`config.mk`:
```
export PLATFORM = sky130hd
export DESIGN_NAME = uart_fifo_arbiter
export DESIGN_NICKNAME = d
export VERILOG_FILES = /design/src/rtl/uart_fifo_arbiter.sv
export SDC_FILE = /design/constraint.sdc
export NUM_CORES = 1
export LEC_CHECK = 0
export ABC_AREA = 1
export CAP_MARGIN = 20
export CORE_ASPECT_RATIO = 0.9
export CORE_MARGIN = 4
export CORE_UTILIZATION = 45
export DETAILED_ROUTE_END_ITERATION = 10
export GPL_ROUTABILITY_DRIVEN = 0
export PLACE_DENSITY = 0.71
export SETUP_SLACK_MARGIN = 0.3
export SYNTH_ARGS = -nofsm -noshare
export SYNTH_HDL_FRONTEND = slang
export SYNTH_HIERARCHICAL = 1
export SYNTH_SLANG_ARGS = --single-unit
export TNS_END_PERCENT = 5
```
`constraint.sdc`:
```
create_clock -name clk -period 8.4 [get_ports clk]
set_clock_uncertainty 0.1 [all_clocks]
set_input_delay 1.26 -clock clk [delete_from_list [all_inputs] [get_ports clk]]
set_output_delay 1.26 -clock clk [all_outputs]
set_load 0.005 [all_outputs]
```
`src/rtl/uart_fifo_arbiter.sv`:
```
// Round-robin arbiter sharing the UARTS_Complex command port among per-channel
// one-word holding slots, with inter-grant gap, throttle and sticky overrun flags.

module uart_fifo_arbiter_slot #(
    parameter int DATA_W = 10
) (
    input  logic              clk,
    input  logic              rst_n,
    input  logic              stb,
    input  logic [DATA_W-1:0] din,
    input  logic              grant,
    input  logic              clr,
    output logic              valid,
    output logic [DATA_W-1:0] data,
    output logic              ovr
);
    always_ff @(posedge clk or negedge rst_n) begin
        if (!rst_n) begin
            valid <= 1'b0;
            data  <= '0;
            ovr   <= 1'b0;
        end else begin
            // a word arriving while its predecessor is leaving takes the slot over
            if (stb && (!valid || grant)) begin
                valid <= 1'b1;
                data  <= din;
            end else if (grant) begin
                valid <= 1'b0;
            end
            if (stb && valid && !grant)
                ovr <= 1'b1;
            else if (clr)
                ovr <= 1'b0;
        end
    end
endmodule

module uart_fifo_arbiter #(
    parameter int CHANNELS = 32,
    parameter int DATA_W   = 10,
    parameter int MIN_GAP  = 0
) (
    input  logic                       clk,
    input  logic                       rst_n,
    input  logic [CHANNELS-1:0]        req_stb,
    input  logic [CHANNELS*DATA_W-1:0] req_data,
    output logic [CHANNELS-1:0]        req_busy,
    input  logic                       throttle,
    output logic                       fifo_cs,
    output logic [31:0]                fifo_data,
    output logic [CHANNELS-1:0]        ovr_flags,
    input  logic [CHANNELS-1:0]        ovr_clr
);
    typedef enum logic {IDLE, GRANT} state_t;

    typedef struct packed {
        logic [4:0]        ch;
        logic [DATA_W-1:0] data;
    } grant_t;

    state_t                          state, state_nx;
    logic [CHANNELS-1:0]             slot_valid;
    logic [CHANNELS-1:0][DATA_W-1:0] slot_data;
    logic [CHANNELS-1:0]             grant_vec;
    logic [4:0]                      last, pick, idx;
    logic [3:0]                      gap_cnt;
    logic                            found, grant_now;
    int                              idx_i;
    grant_t                          g;

    genvar i;
    generate
        for (i = 0; i < CHANNELS; i++) begin : g_slot
            assign grant_vec[i] = grant_now && (pick == 5'(i));
            uart_fifo_arbiter_slot #(.DATA_W(DATA_W)) u_slot (
                .clk   (clk),
                .rst_n (rst_n),
                .stb   (req_stb[i]),
                .din   (req_data[i*DATA_W +: DATA_W]),
                .grant (grant_vec[i]),
                .clr   (ovr_clr[i]),
                .valid (slot_valid[i]),
                .data  (slot_data[i]),
                .ovr   (ovr_flags[i])
            );
        end
    endgenerate

    assign req_busy = slot_valid;

    // first valid slot after last, wrapping around
    always_comb begin
        found = 1'b0;
        pick  = last;
        idx   = '0;
        idx_i = 0;
        for (int k = 1; k <= CHANNELS; k++) begin
            idx_i = int'(last) + k;
            if (idx_i >= CHANNELS)
                idx_i = idx_i - CHANNELS;
            idx = idx_i[4:0];
            if (!found && slot_valid[idx]) begin
                found = 1'b1;
                pick  = idx;
            end
        end
    end

    // a decision may follow a grant directly once the gap counter is empty
    always_comb begin
        grant_now = found && !throttle && (gap_cnt == 4'd0);
        state_nx  = IDLE;
        case (state)
            IDLE:    state_nx = grant_now ? GRANT : IDLE;
            GRANT:   state_nx = grant_now ? GRANT : IDLE;
            default: state_nx = IDLE;
        endcase
        g.ch   = pick;
        g.data = slot_data[pick];
    end

    always_ff @(posedge clk or negedge rst_n) begin
        if (!rst_n) begin
            state     <= IDLE;
            last      <= 5'(CHANNELS - 1);
            gap_cnt   <= '0;
            fifo_data <= '0;
        end else begin
            state <= state_nx;
            if (grant_now) begin
                last      <= pick;
                gap_cnt   <= 4'(MIN_GAP);
                fifo_data <= 32'(g);
            end else if (gap_cnt != 4'd0) begin
                gap_cnt <= gap_cnt - 4'd1;
            end
        end
    end

    assign fifo_cs = (state == GRANT);
endmodule

```
# --- Word level (Yosys, flattened, before mapping) ---
# Index checks and enable logic that the tools add are counted.
classes:
  div: 0
  n_addsub: 65
  shift: 0
  muxes: 293
  order_cmp: 65
  bitwise_logic: 0
  n_eq_ne: 31
  n_mul: 0
  reduce_logical: 357
op_table:
  columns: ["operator", "count"]
  rows:
  - ["$mux 5", 64]
  - ["$lt 5x6->1 const B", 33]
  - ["$mux 1", 193]
  - ["$ge 6x6->1 const B", 31]
  - ["$logic_and 1x1->1", 161]
  - ["$bmux 1 s5", 32]
  - ["$sub 5x1->5 const B", 32]
  - ["$reduce_bool 2->1", 65]
  - ["$add 5x5->6 const B", 16]
  - ["$logic_not 1->1", 96]
  - ["$eq 5x5->1 const B", 16]
  - ["$bmux 10 s5", 1]
  - ["$add 5x4->6 const B", 8]
  - ["$eq 5x4->1 const B", 8]
  - ["$logic_or 1x1->1", 32]
  - ["$add 5x3->6 const B", 4]
  - ["$eq 5x3->1 const B", 4]
  - ["$add 5x2->6 const B", 2]
  - ["$eq 5x2->1 const B", 2]
  - ["$mux 10", 1]
  - ["$mux 4", 2]
  - ["$add 5x6->7 const B", 1]
  - ["$ge 7x6->1 const B", 1]
  - ["$add 5x1->6 const B", 1]
  - ["5 further kinds", 5]
totals:
  ramBits: 0
  ff_bits: 409
  out_inout_bits: 97
  romBits: 0
  n_memories: 0
  latchBits: 0

# --- Logic depth before layout (Yosys ltp) ---
depth:
  ltp_word: 105
  ltp_mapped: 66
  depth_no_buf: 63

# --- By module ---
# Netlist, hierarchy kept.
modules_own_cells:
  columns: ["module", "instances", "cells_per_inst", "seq_area_each_um2", "area_per_inst_um2"]
  rows:
  - ["uart_fifo_arbiter_slot", 32, 51, 300.3, 489.2]
  - ["uart_fifo_arbiter", 1, 2037, 631.9, 9900.7]

# --- Worst setup path before layout ---
# Ideal clock, no wire load.
synth_timing:
  path_kind: "reg2reg"
  start: "register last[1]"
  end: "register g_slot[16].u_slot.data[0]"
  path_stages_with_launch: 53
  setup_ps: 117
  path_buffers: 6
  t_arrival_ps: 5829
  path_slack_ps: 2354
  path_cell_list: "dfstp_2 -> buf_4 -> inv_2 -> buf_2 -> ha_1 -> buf_6 -> inv_2 -> buf_6 -> buf_2 -> nand3_1 -> nand3_1 -> nand3_1 -> nand2_1 -> nand2_2 -> nand2_2 -> nand4_2 -> nor2_4 -> nand2_2 -> (+17 left out) -> inv_1 -> nand2_1 -> nand2_1 -> nand2_1 -> nand2_1 -> nand2_1 -> nand2_1 -> nand2_1 -> nand2_2 -> nor2_1 -> inv_2 -> buf_2 -> nor2_1 -> inv_1 -> nand2_4 -> nand2_2 -> nand2_1 -> nand2_1"
synth_between:
  elab_chain_cells: 104
  word_cells_on_any_way: 324
  cone_classes: "add/sub: 64; order compare: 32; eq/ne: 1; mux: 160; reduce/logical: 67"
synth_rtl:
  columns: ["item", "line_no", "source"]
  rows:
  - ["from (decl)", "65", "logic [4:0] last, pick, idx;"]
  - ["from (signal assigned)", "125", "last <= 5'(CHANNELS - 1);"]
  - ["from (signal assigned)", "131", "last <= pick;"]
  - ["branches (longest 101 deep; another with $add 5x1->6)", null, null]
  - ["$logic_and 1x1->1 *", "74", "assign grant_vec[i] = grant_now && (pick == 5'(i));"]
  - ["net grant_vec[16]", "64", "logic [CHANNELS-1:0] grant_vec;"]
  - ["$logic_or 1x1->1 *", "24", "if (stb && (!valid || grant)) begin"]
  - ["$logic_and 1x1->1 *", "24", null]
  - ["to (signal assigned)", "26", "data <= din;"]
  - ["to (decl)", "14", "output logic [DATA_W-1:0] data,"]
# Mark *: on every way through the listed nets, which the timed path passes. The select of a mux whose other input is x is not followed.
# A chain may end at the register's enable or synchronous reset.

# --- Worst setup path in the final report ---
layout_timing:
  start: "register last[1]"
  end: "register g_slot[19].u_slot.data[4]"
layout_between:
  elab_chain_cells: 104
  word_cells_on_any_way: 324
  cone_classes: "add/sub: 64; order compare: 32; eq/ne: 1; mux: 160; reduce/logical: 67"
layout_rtl:
  columns: ["item", "line_no"]
  rows:
  - ["branches (longest 101 deep; another with $add 5x1->6)", null]
  - ["$logic_and 1x1->1 *", "74"]
  - ["net grant_vec[19]", "64"]
  - ["$logic_or 1x1->1 *", "24"]
  - ["$logic_and 1x1->1 *", "24"]
  - ["to (signal assigned)", "26"]
  - ["to (decl)", "14"]
# Marked as above.

==> reports/metrics.yaml <==
setup_path:
  worstSetupPathType: "reg2reg"
  reg2reg_slack_ns: 0.75
  critPathSlowestCell: "dfstp_2"
  path_delay_family: "simple AND/OR/NAND/NOR gates"
  max_stage_delay_ns: 0.79
  r2r_cells: 42
  path_buf_inv: 4
  cp.arrival_ns: 8.01
  r2r-end: "g_slot[19].u_slot/data[4]$_DFFE_PN0P_"
  cp-start-kind: "flip-flop"
  worstPathMaxFanout: 18
  worst-path-stages: 42
  r2r-start: "last[1]$_DFFE_PN1P_"
  cp.required_ns: 8.76
  cp-end-kind: "flip-flop"
global_route:
  grt_use_total: 0.313
  grt_pass1_wl_um: 146000
  grt_max_degree: 178
  grt-ovfl-total: 0
  antenna_found_initial: 5
  grt_pass1_vias: 24300
sta:
  rsz0062_at_grt: "yes"
  clock.fmax_mhz: 131
  fin_crit_ns: 7.65
  setup_violations: 0
  hold_viol: 0
  slew_violations: 0
  relSlewSlack: 0.268
  fin_crit_sh: 0.910
  worst_slew_pin_slew_ns: 1.10
  setup_tns_ns: 0
synth:
  synth_fa_ha_area_frac: 0.00685
  synth_top_family_by_area: "simple AND/OR/NAND/NOR gates"
  synth_simple_gate_area_frac: 0.444
  ys_ff_latch: 409
  syn-cell-area_um2: 25600
  synth_cells: 3669
  synthXorXnorAreaFrac: 0.00636
  yosysSeqAreaShare: 0.401
  synthMuxAreaShare: 0.000783
  synth_compound_area_frac: 0.0425
  synth_warnings: 6
  syn_area_per_cell_um2: 6.97
  yosysUniqueCellTypes: 52
placed_design:
  io_buffers: 466
  post-dp-hpwl_um: 76100
cts:
  cts_hold_buf: 0
  clk_path_buf_depth: 3
  htreeDepth: 2
  cts_tree: "built"
  clk_pin_slew_ns: 0.06
  cts_root_buf: "clkbuf_16"
  clkSinkCount: 409
  clock_latency_ns: 0.58
  cts_resized: 0
  post_cts_buffers: 0
  numCtsBuffers: 46
floorplanning:
  die-area_um2: 60700
  die_x_um: 259
  coreArea_um2: 55900
  start_util: 0.457
  io_pins: 484
  die_h_um: 234
  core.rowCount: 82
layout:
  area_growth_pct: 24.0
  fin_nets: 4468
  drive_gt1_frac: 0.0741
status:
  violations: "DRC"
  status: "finished with violations"
route:
  first_pass_iters: 11
  post-route-drc-count: 2
  antenna_left: 0
  avgRoutedWirePerCell_um: 20.2
  dr_total_vias: 26100
  drt_iter0_drc: 3343
  drt-total-wl_um: 98400
  vias_per_cell: 5.37
hold_path:
  hold_start: "g_slot[29].u_slot/data[1]$_DFFE_PN0P_"
  hold_end: "g_slot[29].u_slot/data[1]$_DFFE_PN0P_"
  hold_depth: 2
  hold_class: "reg2reg"
flow_run:
  maxCapViolCount: 0
area by class of cell:
cell class,instances,area [um2]
flip-flops and latches,409,10200
clock buffers,72,1410
repair buffers,504,4990
multi-input cells,2821,12900
fillers,5273,24200
inverters,285,1080
well taps,756,946
clock inverters,10,156
diodes,4,10.0
placed cells by master, fill, tap and decap left out, types with 17 or more instances in the layout:
master              n
inv_1             266
nor2_1            105
clkdlybuf4s50_1   465
a21oi_1            34
clkbuf_16          47
nand2_1          1739
dfrtp_1           404
conb_1             17
o21ai_0            61
nand2_2            62
nand2_4            37
buf_4              35
nand3_1           608
o22ai_2            32
flip-flops by register name, indices dropped and copies added, names as in the netlist:
| name | flops |
|---|---|
| fifo_data | 15 |
| fifo_cs | 1 |
| g_slot.u_slot/ovr | 32 |
| g_slot.u_slot/valid | 32 |
| g_slot.u_slot/data | 320 |
| gap_cnt | 4 |
| last | 5 |
kinds of logic after synthesis:
kind of cell    Yosys count
simple gates           2615
buf+inv                 456
flops                   409
compound gates          156
xor+xnor                 16
fa+ha+maj                14
mux                       2
other cells               1
synth_stat cells (all sizes together):
library cell	n	area (um2)
xnor2	2	25.0
nand2	1838	7330
nand3b	3	22.5
mux2i	2	20.0
nand3	617	3130
nor3	11	55.1
clkbuf	12	56.3
xor2	14	138
o21bai	3	22.5
o21a	7	52.6
dfrtp	404	10100
nand4	22	201
dlymetal6s2s	1	12.5
nor2	121	563
o31ai	1	7.51
clkinv	2	7.51
o211ai	1	7.51
ha	14	175
dfstp	5	131
a21boi	1	11.3
nor4	1	21.3
a21oi	37	211
inv	283	1070
conb	1	3.75
o22ai	33	407
or2	2	12.5
a31oi	2	12.5
o21ai	71	355
buf	158	1380
metal layers:
metal / share of wire / GRT usage / vias up
met5: 0.00021 / 0 / -
met4: 0.044 / 0.119 / 4
met3: 0.096 / 0.0653 / 246
met2: 0.46 / 0.499 / 1369
met1: 0.40 / 0.425 / 12200
li1: - / - / 12300
stage by stage:
stage          setup slack [ns]  area, um2  hold WS [ns]  utilization  instances
2_1_floorplan              2.35      25600         0.342            -       3685
4_1_cts                   0.777      31700         0.373        0.566       4856
3_5_place_dp              0.808      30100         0.358        0.538       4774
6_report                  0.752      31700         0.370        0.567       4861
3_3_place_gp               1.00      30100         0.354        0.538       4774
5_1_grt                   0.223      31700         0.382        0.567       4860
worst register-to-register path, delay by kind of cell, from the launching register on:
family,cells,cell delay [ns]
buffers and inverters,4,0.63
DFF,1,0.79
adders and majority gates,1,0.36
and+or+nand+nor,37,5.63
worst max path at each step:
stage / from / end / slack (ns)
3_5_place_dp: last[1]$_DFFE_PN1P_ / g_slot[18].u_slot/data[4]$_DFFE_PN0P_ / 0.81
6_report: last[1]$_DFFE_PN1P_ / g_slot[19].u_slot/data[4]$_DFFE_PN0P_ / 0.75
4_1_cts: last[1]$_DFFE_PN1P_ / g_slot[18].u_slot/data[2]$_DFFE_PN0P_ / 0.78
5_1_grt: last[1]$_DFFE_PN1P_ / g_slot[19].u_slot/data[8]$_DFFE_PN0P_ / 0.22
3_3_place_gp: last[1]$_DFFE_PN1P_ / g_slot[18].u_slot/data[8]$_DFFE_PN0P_ / 1.00
2_1_floorplan: last[1]$_DFFE_PN1P_ / g_slot[16].u_slot/data[0]$_DFFE_PN0P_ / 2.35
Power is left out: the tool's default activity adds up to more than one toggle a clock period on the data nets, which glitch-free logic cannot reach.
